--- config.mk ---
export PLATFORM = sky130hd
export DESIGN_NAME = fetch_stage_flat
export DESIGN_NICKNAME = d
export VERILOG_FILES = /design/src/rtl/fetch_stage_if.sv /design/src/rtl/fetch_stage.sv /design/src/flat_wrapper.sv
export SDC_FILE = /design/constraint.sdc
export NUM_CORES = 1
export LEC_CHECK = 0
export ABC_AREA = 1
export CAP_MARGIN = 20
export CORE_ASPECT_RATIO = 1.75
export CORE_MARGIN = 5
export CORE_UTILIZATION = 45
export DETAILED_ROUTE_END_ITERATION = 10
export GPL_ROUTABILITY_DRIVEN = 0
export PLACE_DENSITY = 0.77
export SLEW_MARGIN = 40
export SYNTH_ARGS = -nofsm -noshare
export SYNTH_HDL_FRONTEND = slang
export SYNTH_SLANG_ARGS = --single-unit
--- constraint.sdc ---
create_clock -name clk -period 6.2 [get_ports clk]
set_input_delay 0.62 -clock clk [delete_from_list [all_inputs] [get_ports clk]]
set_output_delay 0.62 -clock clk [all_outputs]
set_load 0.05 [all_outputs]
--- src/rtl/fetch_stage_if.sv ---
// Instruction-cache handshake between the fetch stage (master) and the I-cache (slave).
// One blocking request at a time: ImemReq/ImemAddr hold until the ImemValid pulse.
interface fetch_stage_if;
  logic        ImemReq;
  logic [31:0] ImemAddr;
  logic [31:0] ImemRdata;
  logic        ImemValid;

  modport master (output ImemReq, output ImemAddr, input ImemRdata, input ImemValid);
  modport slave  (input ImemReq, input ImemAddr, output ImemRdata, output ImemValid);
endinterface

--- src/rtl/fetch_stage.sv ---
// Fetch stage with IF/ID pipeline register for the 5-stage cached RV32I core.
// FETCH issues to the I-cache, KILL drains a redirected miss, HOLD parks a fetched word during a stall.
module fetch_stage #(
  parameter logic [31:0] RESET_PC  = 32'h0000_0000,
  parameter logic [31:0] NOP_INSTR = 32'h0000_0013
) (
  input  logic          clk,
  input  logic          rst,
  input  logic          StallFetch,
  input  logic          StallDecode,
  input  logic          FlushDecode,
  input  logic [1:0]    PCSrcE,
  input  logic [31:0]   PCTargetE,
  input  logic [31:0]   ALUResultE,
  fetch_stage_if.master imem,
  output logic [31:0]   InstrD,
  output logic [31:0]   PCD,
  output logic [31:0]   PCPlus4D,
  output logic          ValidD
);

  typedef enum logic [1:0] {S_FETCH, S_KILL, S_HOLD} state_t;

  state_t      r_state_p0;
  logic        r_req_p0;
  logic [31:0] r_pc_p0;
  logic [31:0] r_buf_p0;
  logic [31:0] r_redir_pc_p0;

  logic [31:0] r_instr_p1;
  logic [31:0] r_pcd_p1;
  logic [31:0] r_pc4_p1;
  logic        r_vld_p1;

  logic        w_redir;
  logic [31:0] w_target;
  logic [31:0] w_pc_plus4;
  logic        w_hold;
  logic        w_deliver;
  logic [31:0] w_dlv_instr;

  assign w_redir    = (PCSrcE != 2'b00);
  assign w_target   = (PCSrcE == 2'b10) ? (ALUResultE & ~32'h1) : PCTargetE;
  assign w_pc_plus4 = r_pc_p0 + 32'd4;
  // StallDecode always comes with StallFetch; folding both in guarantees a suppressed delivery is parked, not lost
  assign w_hold     = StallFetch | StallDecode;

  always_comb begin
    w_deliver   = 1'b0;
    w_dlv_instr = imem.ImemRdata;
    if (r_state_p0 == S_FETCH) begin
      w_deliver = imem.ImemValid & ~w_redir & ~w_hold;
    end else if (r_state_p0 == S_HOLD) begin
      w_deliver   = ~w_redir & ~w_hold;
      w_dlv_instr = r_buf_p0;
    end
  end

  // ---- stage p0: PC / request FSM ----
  always_ff @(posedge clk or posedge rst) begin
    if (rst) begin
      r_state_p0    <= S_FETCH;
      r_req_p0      <= 1'b1;
      r_pc_p0       <= RESET_PC;
      r_buf_p0      <= 32'h0;
      r_redir_pc_p0 <= 32'h0;
    end else begin
      case (r_state_p0)
        S_FETCH: begin
          if (imem.ImemValid) begin
            if (w_redir) begin
              r_pc_p0 <= w_target;
            end else if (w_hold) begin
              r_buf_p0   <= imem.ImemRdata;
              r_state_p0 <= S_HOLD;
              r_req_p0   <= 1'b0;
            end else begin
              r_pc_p0 <= w_pc_plus4;
            end
          end else if (w_redir) begin
            // the cache still owns the old address, so remember the target and wait it out
            r_redir_pc_p0 <= w_target;
            r_state_p0    <= S_KILL;
          end
        end
        S_KILL: begin
          if (imem.ImemValid) begin
            r_pc_p0    <= w_redir ? w_target : r_redir_pc_p0;
            r_state_p0 <= S_FETCH;
          end else if (w_redir) begin
            r_redir_pc_p0 <= w_target;
          end
        end
        S_HOLD: begin
          if (w_redir) begin
            r_pc_p0    <= w_target;
            r_state_p0 <= S_FETCH;
            r_req_p0   <= 1'b1;
          end else if (!w_hold) begin
            r_pc_p0    <= w_pc_plus4;
            r_state_p0 <= S_FETCH;
            r_req_p0   <= 1'b1;
          end
        end
        default: begin
          r_state_p0 <= S_FETCH;
          r_req_p0   <= 1'b1;
        end
      endcase
    end
  end

  // ---- stage p1: IF/ID register ----
  always_ff @(posedge clk or posedge rst) begin
    if (rst) begin
      r_instr_p1 <= NOP_INSTR;
      r_pcd_p1   <= 32'h0;
      r_pc4_p1   <= 32'h0;
      r_vld_p1   <= 1'b0;
    end else if (FlushDecode) begin
      r_instr_p1 <= NOP_INSTR;
      r_pcd_p1   <= 32'h0;
      r_pc4_p1   <= 32'h0;
      r_vld_p1   <= 1'b0;
    end else if (!StallDecode) begin
      if (w_deliver) begin
        r_instr_p1 <= w_dlv_instr;
        r_pcd_p1   <= r_pc_p0;
        r_pc4_p1   <= w_pc_plus4;
        r_vld_p1   <= 1'b1;
      end else begin
        r_instr_p1 <= NOP_INSTR;
        r_pcd_p1   <= 32'h0;
        r_pc4_p1   <= 32'h0;
        r_vld_p1   <= 1'b0;
      end
    end
  end

  assign imem.ImemReq  = r_req_p0;
  assign imem.ImemAddr = r_pc_p0;
  assign InstrD        = r_instr_p1;
  assign PCD           = r_pcd_p1;
  assign PCPlus4D      = r_pc4_p1;
  assign ValidD        = r_vld_p1;

endmodule
--- src/flat_wrapper.sv ---
// flat-port wrapper written by rule: the top's interface ports become plain ports
module fetch_stage_flat 
#(
  parameter logic [31:0] RESET_PC  = 32'h0000_0000,
  parameter logic [31:0] NOP_INSTR = 32'h0000_0013
)
  (clk, rst, StallFetch, StallDecode, FlushDecode, PCSrcE, PCTargetE, ALUResultE, InstrD, PCD, PCPlus4D, ValidD, imem_ImemReq, imem_ImemAddr, imem_ImemRdata, imem_ImemValid);
  fetch_stage_if imem_i ();
  input  logic clk;
  input  logic rst;
  input  logic StallFetch;
  input  logic StallDecode;
  input  logic FlushDecode;
  input  logic [1:0] PCSrcE;
  input  logic [31:0] PCTargetE;
  input  logic [31:0] ALUResultE;
  output logic [31:0] InstrD;
  output logic [31:0] PCD;
  output logic [31:0] PCPlus4D;
  output logic ValidD;
  output wire logic [$bits(imem_i.ImemReq)-1:0] imem_ImemReq;
  output wire logic [$bits(imem_i.ImemAddr)-1:0] imem_ImemAddr;
  input wire logic [$bits(imem_i.ImemRdata)-1:0] imem_ImemRdata;
  input wire logic [$bits(imem_i.ImemValid)-1:0] imem_ImemValid;
  assign imem_ImemReq = imem_i.ImemReq;
  assign imem_ImemAddr = imem_i.ImemAddr;
  assign imem_i.ImemRdata = imem_ImemRdata;
  assign imem_i.ImemValid = imem_ImemValid;
  fetch_stage #(.RESET_PC(RESET_PC), .NOP_INSTR(NOP_INSTR)) u_core (.clk(clk), .rst(rst), .StallFetch(StallFetch), .StallDecode(StallDecode), .FlushDecode(FlushDecode), .PCSrcE(PCSrcE), .PCTargetE(PCTargetE), .ALUResultE(ALUResultE), .imem(imem_i), .InstrD(InstrD), .PCD(PCD), .PCPlus4D(PCPlus4D), .ValidD(ValidD));
endmodule
Yosys cells after proc, flatten, opt, wreduce, memory -nomap -nowiden
Cells that the tools add are included.
Storage, ports and cells
  bits in registers: 196
  bits of input ports: 104
  output and inout port bits: 130
Operators by class
  $add $sub $neg: 1
  eq/ne operators: 12
  multiplexer cells: 37
  bitwise operators: 8
  reduce and logical (&&, ||, !) cells: 9
Operators by type and width (number)
  32-bit two-way mux: 17
  32-bit one-hot mux with 3 select lines: 1
  32-bit by 3-bit adder with 32-bit output (second input constant): 1
  2-bit two-way mux: 7
  1-bit two-way mux: 10
  5-bit AND reduction: 2
  2-bit != test (second input constant): 3
  3-bit by 2-bit != test with 1-bit output (second input constant): 2
  2-bit one-hot mux with 3 select lines: 1
  2-bit == test (second input constant): 2
  2-bit by 1-bit != test with 1-bit output (second input constant): 2
  1-bit NOT: 4
  4-bit AND reduction: 1
  1-bit AND: 3
  3-bit by 1-bit != test with 1-bit output (second input constant): 1
  3-bit != test (second input constant): 1
  1-bit one-hot mux with 3 select lines: 1
  3-bit AND reduction: 1
  3-bit nonzero test: 1
  2-bit by 1-bit == test with 1-bit output (second input constant): 1
  2-bit logical NOT: 1
  2-bit AND reduction: 1
  2-bit nonzero test: 1
  2-bit OR reduction: 1
  1-bit OR: 1

Depth between registers and ports, before layout
  depth in word-level cells: 8
  depth in mapped cells: 11

Least setup slack after synthesis
No wires, ideal clock.
  kind: flip-flop to flip-flop
  start: register u_core.r_pc_p0[2] (netlist: u_core.imem.ImemAddr[2])
  end: register u_core.r_pc_p0[16] (netlist: u_core.imem.ImemAddr[16])
  library setup time: 0.078 ns
  arrival: 1.766 ns
  required time: 6.122 ns
  setup slack: 4.356 ns
  cell stages (with the launch flop): 9
  buffers on the path: 0
  clock period less this slack: 1.844 ns
  path through: dfrtp_1 -> ha_1 -> nand2_1 -> nor2_2 -> nand2_1 -> nor2_4 -> xor2_1 -> nand2_1 -> a21oi_1
On the way
  word-level cells in the longest chain between the ends: 5
RTL lines
  start, declared: line fetch_stage.sv:26  | logic [31:0] r_pc_p0;
  start signal, assigned: line fetch_stage.sv:72  | r_pc_p0 <= w_target;
  start signal, assigned: line fetch_stage.sv:78  | r_pc_p0 <= w_pc_plus4;
  start signal, assigned: line fetch_stage.sv:88  | r_pc_p0 <= w_redir ? w_target : r_redir_pc_p0;
  32-bit by 3-bit adder with 32-bit output *: line fetch_stage.sv:44  | assign w_pc_plus4 = r_pc_p0 + 32'd4;
  32-bit two-way mux *: line fetch_stage.sv:73, fetch_stage.sv:99
  32-bit two-way mux *: line fetch_stage.sv:95  | if (w_redir) begin
  32-bit two-way mux: line fetch_stage.sv:70  | if (imem.ImemValid) begin
  32-bit one-hot mux with 3 select lines *: line fetch_stage.sv:68  | case (r_state_p0)
Mark *: on every way between the ends. The rest lies on a longest branch, timed or not. The select of a mux whose other input is x is not followed.
A chain may end at the register's enable or synchronous reset.

Worst setup path after layout
  start: input port PCSrcE[0]
  end: register u_core.r_pc_p0[6] (netlist: u_core.imem.ImemAddr[6])
On the way
  word-level cells in the longest chain between the ends: 5
RTL lines
  start, declared: line flat_wrapper.sv:14  | input logic [1:0] PCSrcE;
  2-bit == test: line fetch_stage.sv:43  | assign w_target = (PCSrcE == 2'b10) ? (ALUResultE & ~32'h1) : PCTargetE;
  32-bit two-way mux: line fetch_stage.sv:43
  32-bit two-way mux, on equally long branches: line fetch_stage.sv:88, fetch_stage.sv:95
  32-bit two-way mux, on equally long branches: line fetch_stage.sv:87, fetch_stage.sv:70
  32-bit one-hot mux with 3 select lines *: line fetch_stage.sv:68
  end signal, assigned: line fetch_stage.sv:72
  end signal, assigned: line fetch_stage.sv:88
  end signal, assigned: line fetch_stage.sv:96  | r_pc_p0 <= w_target;
Marks and branches as above.

==> results by group <==
Setup path
  – Reg2Reg Capture Point: u_core.PCPlus4D[28]$_DFFE_PP0P_
  – Worst endpoint required time: 6.49 ns
  – Crit path largest cell delay: 0.87 ns
  – Critical-path top delay cell: clkdlybuf4s50_1
  – CP Cell Sequence: clkdlybuf4s50_1 -> inv_4 -> nand2_4 -> nor2_4 -> nand2_1 -> nand2_2 -> inv_2 -> nand2_1 -> a21oi_1 -> a21oi_1
  – Reg-to-Reg Start: u_core.r_state_p0[1]$_DFFE_PP0P_
  – Worst-case reg-to-reg path depth: 7
  – Worst Setup End Kind: flip-flop
  – Crit path max fanout: 32
  – Worst EP arrival: 3.59 ns
  – R2R Setup Slk: 3.19 ns
  – Setup CP Type: primary input to flip-flop
  – Startpoint Class: primary input

STA
  – Period minus WS final: 3.30 ns
  – Tightest Pin Transition: 0.834 ns
  – Clock Skew: 0.00669 ns
  – Hold Violations, Final: 0
  – Max-slew violations: 0
  – Fin worst setup slack: 2.90 ns
  – RSZ-0062 raised after global routing: no
  – Post-route clock period utilization: 53.2%
  – Fmax: 303 MHz
  – Setup-failing EPs final: 0
  – Total negative slack: 0 ns
  – Slew headroom: 44.4%

Clock network
  – Total CTS buffers: 17
  – # Post-CTS Setup Buffers: 0
  – H-Tree Depth: 4
  – PostCTS Resize Cnt: 0
  – CTS Sinks: 194
  – Worst skew pair latency: 0.43 ns
  – Clock transition at path regs: 0.07 ns
  – CTS tree: done
  – Clock root cell: clkbuf_16
  – Worst-case clock buffer depth: 2
  – Hold-fix buffers at CTS: 0

Yosys
  – Synth Warn #: 0
  – Register area share after synthesis: 52.0%
  – Cell area after synthesis: 9340 µm²
  – EDFF count, synth: 0
  – Yosys reg bits: 194
  – Ys async rst share: 100%
  – Ys flop type: dfrtp_1
  – Cells after Synth: 1149
  – Mapped Avg Cell Area: 8.13 µm²
  – Mapped Nets: 1254
  – Yosys cell types: 38

Global route
  – Initial antenna violation count: 0
  – Vias in the first global route: 8505
  – First-pass GRT wire length: 45400 µm
  – Largest net degree at the start of global routing: 78
  – Grt ovf: 0
  – Total Routing Usage GR: 23.8%

Placement
  – DP Worst Slack: 2.37 ns
  – Cells after DPL: 1569
  – Port bufs: 232
  – DP HPWL: 20500 µm

Route
  – WL final: 28100 µm
  – Post-route ant nets: 0
  – Routed via count: 8428
  – DR WL/cell: 17.5 µm
  – Via density: 5.26
  – DRC Markers: 0
  – Drt first pass iters: 5
  – 1st-iter DRT viols: 506

Run status
  – Status: finished, final reports clean

Layout
  – # diodes: 0
  – Final instance count without filler cells: 1601
  – Multi-input logic area: 3820 µm²
  – Nets: 1445
  – Register area: 4860 µm²
  – Share of cells above drive strength 1: 5.91%
  – Most frequent cells in the layout: 358 x nand2_1, 232 x clkdlybuf4s50_1, 190 x dfrtp_1
  – Core Util, Final: 60.6%
  – Most common cell after layout, fill and taps aside: nand2_1
  – Area Growth Syn to Fin: 32.2%
  – Filler cells: 1801

Floorplan
  – Die Span Y: 201 µm
  – Row count: 69
  – Full die area: 23900 µm²
  – Initial core utilization: 45.9%
  – Core box area: 20400 µm²
  – Boundary pin count: 234
  – Die X: 119 µm

Pwr
  – Pwr dens: 274 nW/µm²
  – Static leakage: 5.86 nW
  – Max rail drop VDD: 0.000151 V
  – Power Total: 0.00338 W

Worst hold path
  – Worst Hold Path EP: u_core.PCPlus4D[29]$_DFFE_PP0P_
  – Worst hold start: u_core.PCPlus4D[29]$_DFFE_PP0P_
  – Hold depth: 2
  – Type of the worst min-delay path: flip-flop to flip-flop

Run
  – Max_cap viols: 0
## sequential cells by signal, summed over array words and instances, names as in the netlist
signal / cells
u_core.InstrD: 32
u_core.PCPlus4D: 32
u_core.imem.ImemAddr: 32
u_core.r_buf_p0: 32
u_core.r_redir_pc_p0: 32
u_core.PCD: 30
u_core.r_state_p0: 2
u_core.ValidD: 1
u_core.imem.ImemReq: 1
## synthesized netlist by cell type (2+ instances only)
library cell / number / share of area, %
nand2_1: 358 / 14
dfrtp_1: 190 / 51
o21ai_0: 149 / 8.0
inv_1: 90 / 3.6
nand3_1: 88 / 4.7
nor2_1: 63 / 2.5
a21oi_1: 36 / 1.9
clkbuf_1: 35 / 1.4
a211oi_1: 22 / 1.8
buf_2: 20 / 1.1
a22o_1: 16 / 1.5
xor2_1: 13 / 1.2
nor2_4: 10 / 1.2
buf_4: 9 / 0.72
inv_2: 5 / 0.20
nand2_2: 5 / 0.33
a22oi_1: 4 / 0.32
dfstp_2: 4 / 1.1
nand2_4: 3 / 0.36
nor3_1: 3 / 0.16
o22ai_1: 3 / 0.20
a31oi_1: 2 / 0.13
buf_6: 2 / 0.24
mux2_2: 2 / 0.24
nand3_2: 2 / 0.21
nor2_2: 2 / 0.13
o221ai_1: 2 / 0.19
## cells by family after synthesis
| group | after synthesis | synth area share [%] |
|---|---|---|
| and+or+nand+nor | 537 | 24.4 |
| AOI/OAI and AO/OA | 236 | 14.2 |
| DFF | 194 | 52.0 |
| buffers and inverters | 163 | 7.37 |
| xor gates and xnor gates | 15 | 1.49 |
| muxes | 3 | 0.402 |
| adders and majority gates | 1 | 0.134 |
## critical path, delay by kind of cell
family	cells	cell delay, ns
and+or+nand+nor	5	0.89
AOI/OAI and AO/OA	2	0.20
buffers and inverters	3	1.81
## report_power, final
group	internal (W)	total [W]	switching, W
Clock	0.000665	0.00114	0.000474
Combinational	0.000255	0.000738	0.000483
Sequential	0.00139	0.00150	0.000111
## through the flow
| step | cell area [µm²] | hold WS, ns |
|---|---|---|
| floorplan | 9340 | 0.448 |
| global placement | 11700 | 0.461 |
| detailed placement | 11700 | 0.464 |
| CTS | 12300 | 0.483 |
| global route | 12400 | 0.501 |
| finish | 12400 | 0.476 |
## per-layer routing
layer / vias to the layer above / part of all wire (%) / global-route usage [%]
li1: 4091 / - / -
met1: 4022 / 38 / 27.8
met2: 265 / 53 / 42.6
met3: 50 / 5.7 / 4.51
met4: 0 / 3.5 / 9.57
met5: - / 0 / 0
## layout make-up
class / instances / share of cell area (%)
Sequential cell: 194 / 39.3
Clock buffer: 22 / 3.84
Inverter: 96 / 3.00
Multi-Input combinational cell: 792 / 31.0
Timing Repair Buffer: 239 / 19.3
Clock inverter: 10 / 1.06
Tap cell: 248 / 2.51
## how the worst max path moves through the flow
stage               depth (start not counted)  slack (ns)                                   to      startpoint
floorplan                                   1        0.30        u_core.InstrD[10]$_DFFE_PP0P_             rst
global placement                            7        2.08      u_core.PCPlus4D[10]$_DFFE_PP0P_  imem_ImemValid
detailed placement                          8        2.37      u_core.PCPlus4D[28]$_DFFE_PP0P_  imem_ImemValid
CTS                                         8        2.82      u_core.PCPlus4D[28]$_DFFE_PP0P_  imem_ImemValid
global route                               10        2.74  u_core.imem.ImemAddr[6]$_DFFE_PP0P_       PCSrcE[0]
finish                                     10        2.90  u_core.imem.ImemAddr[6]$_DFFE_PP0P_       PCSrcE[0]
Power figures use the tool's default switching activity.
